<file path="src/rtl/hatch_pad_pkg.sv">
// Shared types and defaults for the pad-ownership controller.
package hatch_pad_pkg;

  typedef enum logic [1:0] {
    PadFuncGpio = 2'd0,
    PadFuncAlt0 = 2'd1,
    PadFuncAlt1 = 2'd2,
    PadFuncPark = 2'd3
  } pad_func_e;

  typedef enum logic [1:0] {
    IDLE  = 2'd0,
    DRAIN = 2'd1,
    DONE  = 2'd2
  } pad_ctrl_state_e;

  localparam int DefaultGpioCount  = 32;
  localparam int DefaultTurnCycles = 4;

  // Width needed to hold values 0..n-1, never narrower than one bit.
  function automatic int idx_width(input int n);
    return (n > 1) ? $clog2(n) : 1;
  endfunction

endpackage

</file>
<file path="src/rtl/hatch_pad_mux.sv">
// Single-pad ownership mux: routes one owner's out/oe to the pad and the pad input back to that owner only.
module hatch_pad_mux
  import hatch_pad_pkg::*;
(
  input  pad_func_e func_i,
  input  logic      force_i,
  input  logic      gpio_out_i,
  input  logic      gpio_oe_i,
  input  logic      alt0_out_i,
  input  logic      alt0_oe_i,
  input  logic      alt1_out_i,
  input  logic      alt1_oe_i,
  input  logic      pad_in_i,
  output logic      pad_out_o,
  output logic      pad_oe_o,
  output logic      gpio_in_o,
  output logic      alt0_in_o,
  output logic      alt1_in_o
);

  // A forced pad behaves exactly like a parked one.
  always_comb begin
    pad_out_o = 1'b0;
    pad_oe_o  = 1'b0;
    gpio_in_o = 1'b0;
    alt0_in_o = 1'b0;
    alt1_in_o = 1'b0;
    if (!force_i) begin
      case (func_i)
        PadFuncGpio: begin
          pad_out_o = gpio_out_i;
          pad_oe_o  = gpio_oe_i;
          gpio_in_o = pad_in_i;
        end
        PadFuncAlt0: begin
          pad_out_o = alt0_out_i;
          pad_oe_o  = alt0_oe_i;
          alt0_in_o = pad_in_i;
        end
        PadFuncAlt1: begin
          pad_out_o = alt1_out_i;
          pad_oe_o  = alt1_oe_i;
          alt1_in_o = pad_in_i;
        end
        default: begin
        end
      endcase
    end
  end

endmodule

</file>
<file path="src/rtl/hatch_pad_ctrl.sv">
// Pad-ownership controller: queues one ownership change at a time and tristates the
// target pad for a fixed turnaround window before handing it to its new owner.
module hatch_pad_ctrl
  import hatch_pad_pkg::*;
#(
  parameter int        GpioCount  = DefaultGpioCount,
  parameter int        TurnCycles = DefaultTurnCycles,
  parameter pad_func_e ResetFunc  = PadFuncGpio,
  localparam int       PadIdxW    = idx_width(GpioCount)
) (
  input  logic                   clk_i,
  input  logic                   rst_ni,
  input  logic                   cmd_valid_i,
  output logic                   cmd_ready_o,
  input  logic [PadIdxW-1:0]     cmd_pad_i,
  input  logic [1:0]             cmd_func_i,
  output logic                   done_o,
  output logic                   err_o,
  output logic                   busy_o,
  output logic [2*GpioCount-1:0] func_o,
  input  logic [GpioCount-1:0]   gpio_out_i,
  input  logic [GpioCount-1:0]   gpio_oe_i,
  output logic [GpioCount-1:0]   gpio_in_o,
  input  logic [GpioCount-1:0]   alt0_out_i,
  input  logic [GpioCount-1:0]   alt0_oe_i,
  output logic [GpioCount-1:0]   alt0_in_o,
  input  logic [GpioCount-1:0]   alt1_out_i,
  input  logic [GpioCount-1:0]   alt1_oe_i,
  output logic [GpioCount-1:0]   alt1_in_o,
  output logic [GpioCount-1:0]   pad_out_o,
  output logic [GpioCount-1:0]   pad_oe_o,
  input  logic [GpioCount-1:0]   pad_in_i
);

  localparam int              CntW    = idx_width(TurnCycles);
  localparam logic [CntW-1:0] CntLoad = CntW'(TurnCycles - 1);

  pad_ctrl_state_e      state_reg;
  logic [CntW-1:0]      cnt_reg;
  logic [PadIdxW-1:0]   pad_reg;
  pad_func_e            func_req_reg;
  logic                 err_reg;
  logic                 force_reg;
  logic                 done_reg;
  logic                 busy_reg;
  logic                 ready_reg;
  pad_func_e            func_reg [GpioCount];

  logic                 cmd_fire;
  logic                 pad_oob;
  logic                 drain_last;
  pad_func_e            cur_func;

  assign cmd_fire   = cmd_valid_i && ready_reg;
  assign pad_oob    = (32'(cmd_pad_i) >= 32'(GpioCount));
  assign drain_last = (state_reg == DRAIN) && (cnt_reg == '0);

  // Explicit compare-select keeps non-existent pad indices from reaching the array.
  always_comb begin
    cur_func = ResetFunc;
    for (int i = 0; i < GpioCount; i++) begin
      if (cmd_pad_i == PadIdxW'(i)) cur_func = func_reg[i];
    end
  end

  always_ff @(posedge clk_i or negedge rst_ni) begin
    if (!rst_ni) begin
      state_reg    <= IDLE;
      cnt_reg      <= '0;
      pad_reg      <= '0;
      func_req_reg <= ResetFunc;
      err_reg      <= 1'b0;
      force_reg    <= 1'b0;
      done_reg     <= 1'b0;
      busy_reg     <= 1'b0;
      ready_reg    <= 1'b1;
    end else begin
      done_reg <= 1'b0;
      case (state_reg)
        IDLE: begin
          if (cmd_fire) begin
            pad_reg      <= cmd_pad_i;
            func_req_reg <= pad_func_e'(cmd_func_i);
            err_reg      <= pad_oob;
            ready_reg    <= 1'b0;
            busy_reg     <= 1'b1;
            if (pad_oob || (pad_func_e'(cmd_func_i) == cur_func)) begin
              state_reg <= DONE;
              done_reg  <= 1'b1;
            end else begin
              state_reg <= DRAIN;
              cnt_reg   <= CntLoad;
              force_reg <= 1'b1;
            end
          end
        end
        DRAIN: begin
          if (cnt_reg == '0) begin
            force_reg <= 1'b0;
            state_reg <= DONE;
            done_reg  <= 1'b1;
          end else begin
            cnt_reg <= cnt_reg - 1'b1;
          end
        end
        DONE: begin
          state_reg <= IDLE;
          err_reg   <= 1'b0;
          busy_reg  <= 1'b0;
          ready_reg <= 1'b1;
        end
        default: begin
          state_reg <= IDLE;
          force_reg <= 1'b0;
          err_reg   <= 1'b0;
          busy_reg  <= 1'b0;
          ready_reg <= 1'b1;
        end
      endcase
    end
  end

  // The owner changes on the same edge the force drops, so DONE already sees the new driver.
  always_ff @(posedge clk_i or negedge rst_ni) begin
    if (!rst_ni) begin
      for (int i = 0; i < GpioCount; i++) func_reg[i] <= ResetFunc;
    end else if (drain_last) begin
      for (int i = 0; i < GpioCount; i++) begin
        if (pad_reg == PadIdxW'(i)) func_reg[i] <= func_req_reg;
      end
    end
  end

  assign done_o      = done_reg;
  assign err_o       = err_reg;
  assign busy_o      = busy_reg;
  assign cmd_ready_o = ready_reg;

  for (genvar gi = 0; gi < GpioCount; gi++) begin : g_pad
    logic force_pad;
    assign force_pad           = force_reg && (pad_reg == PadIdxW'(gi));
    assign func_o[2*gi +: 2]   = func_reg[gi];

    hatch_pad_mux u_mux (
      .func_i     (func_reg[gi]),
      .force_i    (force_pad),
      .gpio_out_i (gpio_out_i[gi]),
      .gpio_oe_i  (gpio_oe_i[gi]),
      .alt0_out_i (alt0_out_i[gi]),
      .alt0_oe_i  (alt0_oe_i[gi]),
      .alt1_out_i (alt1_out_i[gi]),
      .alt1_oe_i  (alt1_oe_i[gi]),
      .pad_in_i   (pad_in_i[gi]),
      .pad_out_o  (pad_out_o[gi]),
      .pad_oe_o   (pad_oe_o[gi]),
      .gpio_in_o  (gpio_in_o[gi]),
      .alt0_in_o  (alt0_in_o[gi]),
      .alt1_in_o  (alt1_in_o[gi])
    );
  end

endmodule

</file>
<file path="config.mk">
export PLATFORM = sky130hd
export DESIGN_NAME = hatch_pad_ctrl
export DESIGN_NICKNAME = d
export VERILOG_FILES = /design/src/rtl/hatch_pad_pkg.sv /design/src/rtl/hatch_pad_mux.sv /design/src/rtl/hatch_pad_ctrl.sv
export SDC_FILE = /design/constraint.sdc
export NUM_CORES = 1
export LEC_CHECK = 0
export CAP_MARGIN = 40
export CELL_PAD_IN_SITES_DETAIL_PLACEMENT = 1
export CELL_PAD_IN_SITES_GLOBAL_PLACEMENT = 1
export CORE_UTILIZATION = 27
export DETAILED_ROUTE_END_ITERATION = 12
export GPL_TIMING_DRIVEN = 0
export PLACE_DENSITY = 0.79
export SKIP_CTS_REPAIR_TIMING = 1
export SLEW_MARGIN = 15
export SYNTH_ARGS = -nofsm -noshare
export SYNTH_HDL_FRONTEND = slang
export SYNTH_SLANG_ARGS = --single-unit
</file>
<file path="constraint.sdc">
create_clock -name clk_i -period 3.2 [get_ports clk_i]
set_clock_uncertainty 0.15 [all_clocks]
set_input_delay 0.64 -clock clk_i [delete_from_list [all_inputs] [get_ports clk_i]]
set_output_delay 0.64 -clock clk_i [all_outputs]
set_load 0.005 [all_outputs]
</file>
==> metrics.md <==
| Metric | Value |
|---|---|
| Status | complete, but fails checks |
| Violated checks | setup timing |
| Finished Cell Area | 14,200 um^2 |
| Io pins | 462 |
| Period utilization | 101% |
| Post-DP HPWL | 33,100 um |
| Distinct cells, synth | 63 |
| Relative slew slack | 48.3% |
| Die width | 178 um |
| Mapped Cells | 1,069 |
| Drt pass-1 iters | 5 |
| Leading area contributor after synthesis | dfrtp_1 |
| Synth Area per Inst | 7.78 um^2 |
| Hold Crit Class | in2async |
| Chip Height | 178 um |
| Cell Area, Synth | 8320 um^2 |
| Synth top area share | 23.5% |
| Crit Path Max Fanout | 7 |
| Clock sink count | 79 |
| Total power | 7.27 mW |
| RSZ-0062 raised after global routing | yes |
| Final hold violations | 0 |
| Remaining DRCs | 0 |
| Yosys reg bits | 79 |
| Tmin final | 3.23 ns |
| # H-tree levels | 3 |
| Most common cell after layout, fill and taps aside | clkdlybuf4s50_1 |
| Vias post-DR | 9,573 |
| Number of endpoints failing setup at the final stage | 6 |
| CTS Buf Count | 9 |
| Worst setup path category | reg2out |
| Post-route ant nets | 0 |
| Synth top area cells | dfrtp_1, buf_4, mux2_2, mux2i_1, a21oi_1 |
| Pleak | 6.03 nW |
| Total grt overflow | 0 |
| Clk slew on worst S/H paths | 0.06 ns |
| Largest net degree at the start of global routing | 43 |
| Clock Path Buffers | 2 |
| Overall Global Routing Usage | 24.6% |
| Post-synthesis compound-gate area fraction | 14.1% |
| Clk Latency, worst-skew pair | 0.35 ns |
| PD cells | 511 nW/um^2 |
| Final Max Slew Viols | 0 |
| Sequential fraction of the synthesis area | 23.8% |
| Number of port buffers | 458 |
| CP Capture Type | output pin |
| XOR/XNOR Fraction of Synth Area | 0% |
| Core Box Area | 30,000 um^2 |
| Post-layout nets | 1,791 |
| Syn_nets | 1,304 |
| Post-Synth Adder-Cell Area | 0.150% |
| Initial Utilization | 27.8% |
| Die area | 31,500 um^2 |
| Top_reg_cell synth | dfrtp_1 |
| Standard-cell rows | 63 |
| FILL cells | 3,558 |
| First-iteration detailed-routing DRC count | 367 |
| Worst-margin pin slew | 0.776 ns |
| Synthesis-to-layout area growth | 71.0% |
| Wire per inst | 20.5 um |
| DR vias/cell | 4.90 |
| Placed Cells incl. Taps | 1,923 |
| Total wire length | 40,100 um |
| Required time of the critical path | 2.41 ns |
| Non-Filler Instances | 1,952 |
| Vias in the first global route | 9,944 |
| Commonest cells after routing, fill and taps aside | clkdlybuf4s50_1, buf_4, nor2_1 |
| Crit path DAT | 2.44 ns |
| Fmax | 0.310 GHz |
| VDD IR-drop max | 0.000250 V |
| Worst Setup Start Kind | flop |
| Setup tns final | -0.115 ns |
| Final WS setup | -0.0273 ns |
| Post-synth EDFFs | 0 |
| CTS Root Cell | clkbuf_16 |
| Synth warn | 0 |
| Async set-or-reset flop fraction in the synthesized netlist | 100% |
| CTS tree | built |
| First-pass GRT wire length | 58,500 um |
| Simple-Gate Fraction of Synth Area | 23.4% |
| Share of cells above drive strength 1 | 23.1% |
| Mux cell area share after synthesis | 19.2% |
| Initial antenna violation count | 1 |
| Max reg flops | 64 |
| Placer Congestion | 0.888 |
| Main combinational cell family by area after synthesis | simple AND/OR/NAND/NOR gates |
| Post-DP Area | 13,500 um^2 |
| Max_cap viols | 0 |
| Final Util | 47.5% |
-- path summary, 6_finish.rpt --
check	from	end	slack (ns)	cells past startpoint
setup / recovery	pad_reg[2]	gpio_in_o[3]	-0.03	8
hold / removal	rst_ni	func_o[54]	0.12	1
setup reg to reg	func_o[12]	cnt_reg[1]	0.52	8
hold reg to reg	busy_o	busy_o	0.38	2
max in group asynchronous	rst_ni	cmd_ready_o	2.13	2
min in group clk_i	busy_o	busy_o	0.38	2
-- stage by stage --
step / hold slack [ns] / setup slack [ns]
after floorplan: 0.194 / 0.574
after global placement: 0.346 / -1.59
after detailed placement: 0.369 / -0.730
after CTS: 0.132 / -1.12
after global routing: 0.162 / -0.106
final: 0.124 / -0.0273
-- kinds of logic (layout without fill, tap and decap cells) --
kind of cell,after synthesis,in the layout
AND/OR/NAND/NOR,394,394
buffers and inverters,250,742
AO/OA/AOI/OAI,199,199
multiplexers,145,145
flip-flops,79,79
adder cells (fa/ha/maj),1,1
other,1,2
-- report_power, final --
group	internal (mW)	total (mW)	switching (mW)
clock network	0.683	1.11	0.423
logic	2.51	4.61	2.10
registers	1.21	1.56	0.349
total	4.40	7.27	2.87
-- critical path, stage by stage, from the launching register on --
cell and delay, ns:
dfrtp_2 0.48, buf_4 0.19, nor3_2 0.31, clkbuf_4 0.26
nand2_1 0.08, nand2_1 0.10, nor3_1 0.05, buf_4 0.14
clkdlybuf4s50_1 0.46
-- synthesized netlist by cell type (5+ instances only) --
master and count:
dfrtp_1 78, nand3_1 5, mux2_2 68, nor3_1 44, and3_1 17, buf_2 6
mux2i_1 70, a21oi_1 114, o21ai_0 34, clkbuf_1 62, nor2_1 127, o21a_1 5
o221ai_1 5, nand2_1 84, buf_4 165, nand2b_1 10, nor2b_1 45, nor3b_1 40
or2_2 6, inv_1 10
-- layer usage --
metal | wire length (um) | vias up | track usage, %
li1 | - | 4499 | -
met1 | 16100 | 4685 | 28.9
met2 | 20800 | 347 | 45.0
met3 | 2520 | 42 | 4.99
met4 | 748 | 0 | 6.62
met5 | 0 | - | 0
-- cell type report --
| class | instances | area, um^2 | share of cell area [%] |
|---|---|---|---|
| Clock inverter | 4 | 72.6 | 0.510 |
| Sequential cell | 79 | 1990 | 14.0 |
| Inverter | 10 | 37.5 | 0.264 |
| Tap cell | 390 | 488 | 3.43 |
| Multi-Input combinational cell | 740 | 4960 | 34.9 |
| Clock buffer | 12 | 236 | 1.66 |
| Antenna cell | 1 | 2.50 | 0.0176 |
| Buffer | 228 | 1560 | 11.0 |
| Timing Repair Buffer | 488 | 4880 | 34.3 |
(Power assumes the default switching activity.)
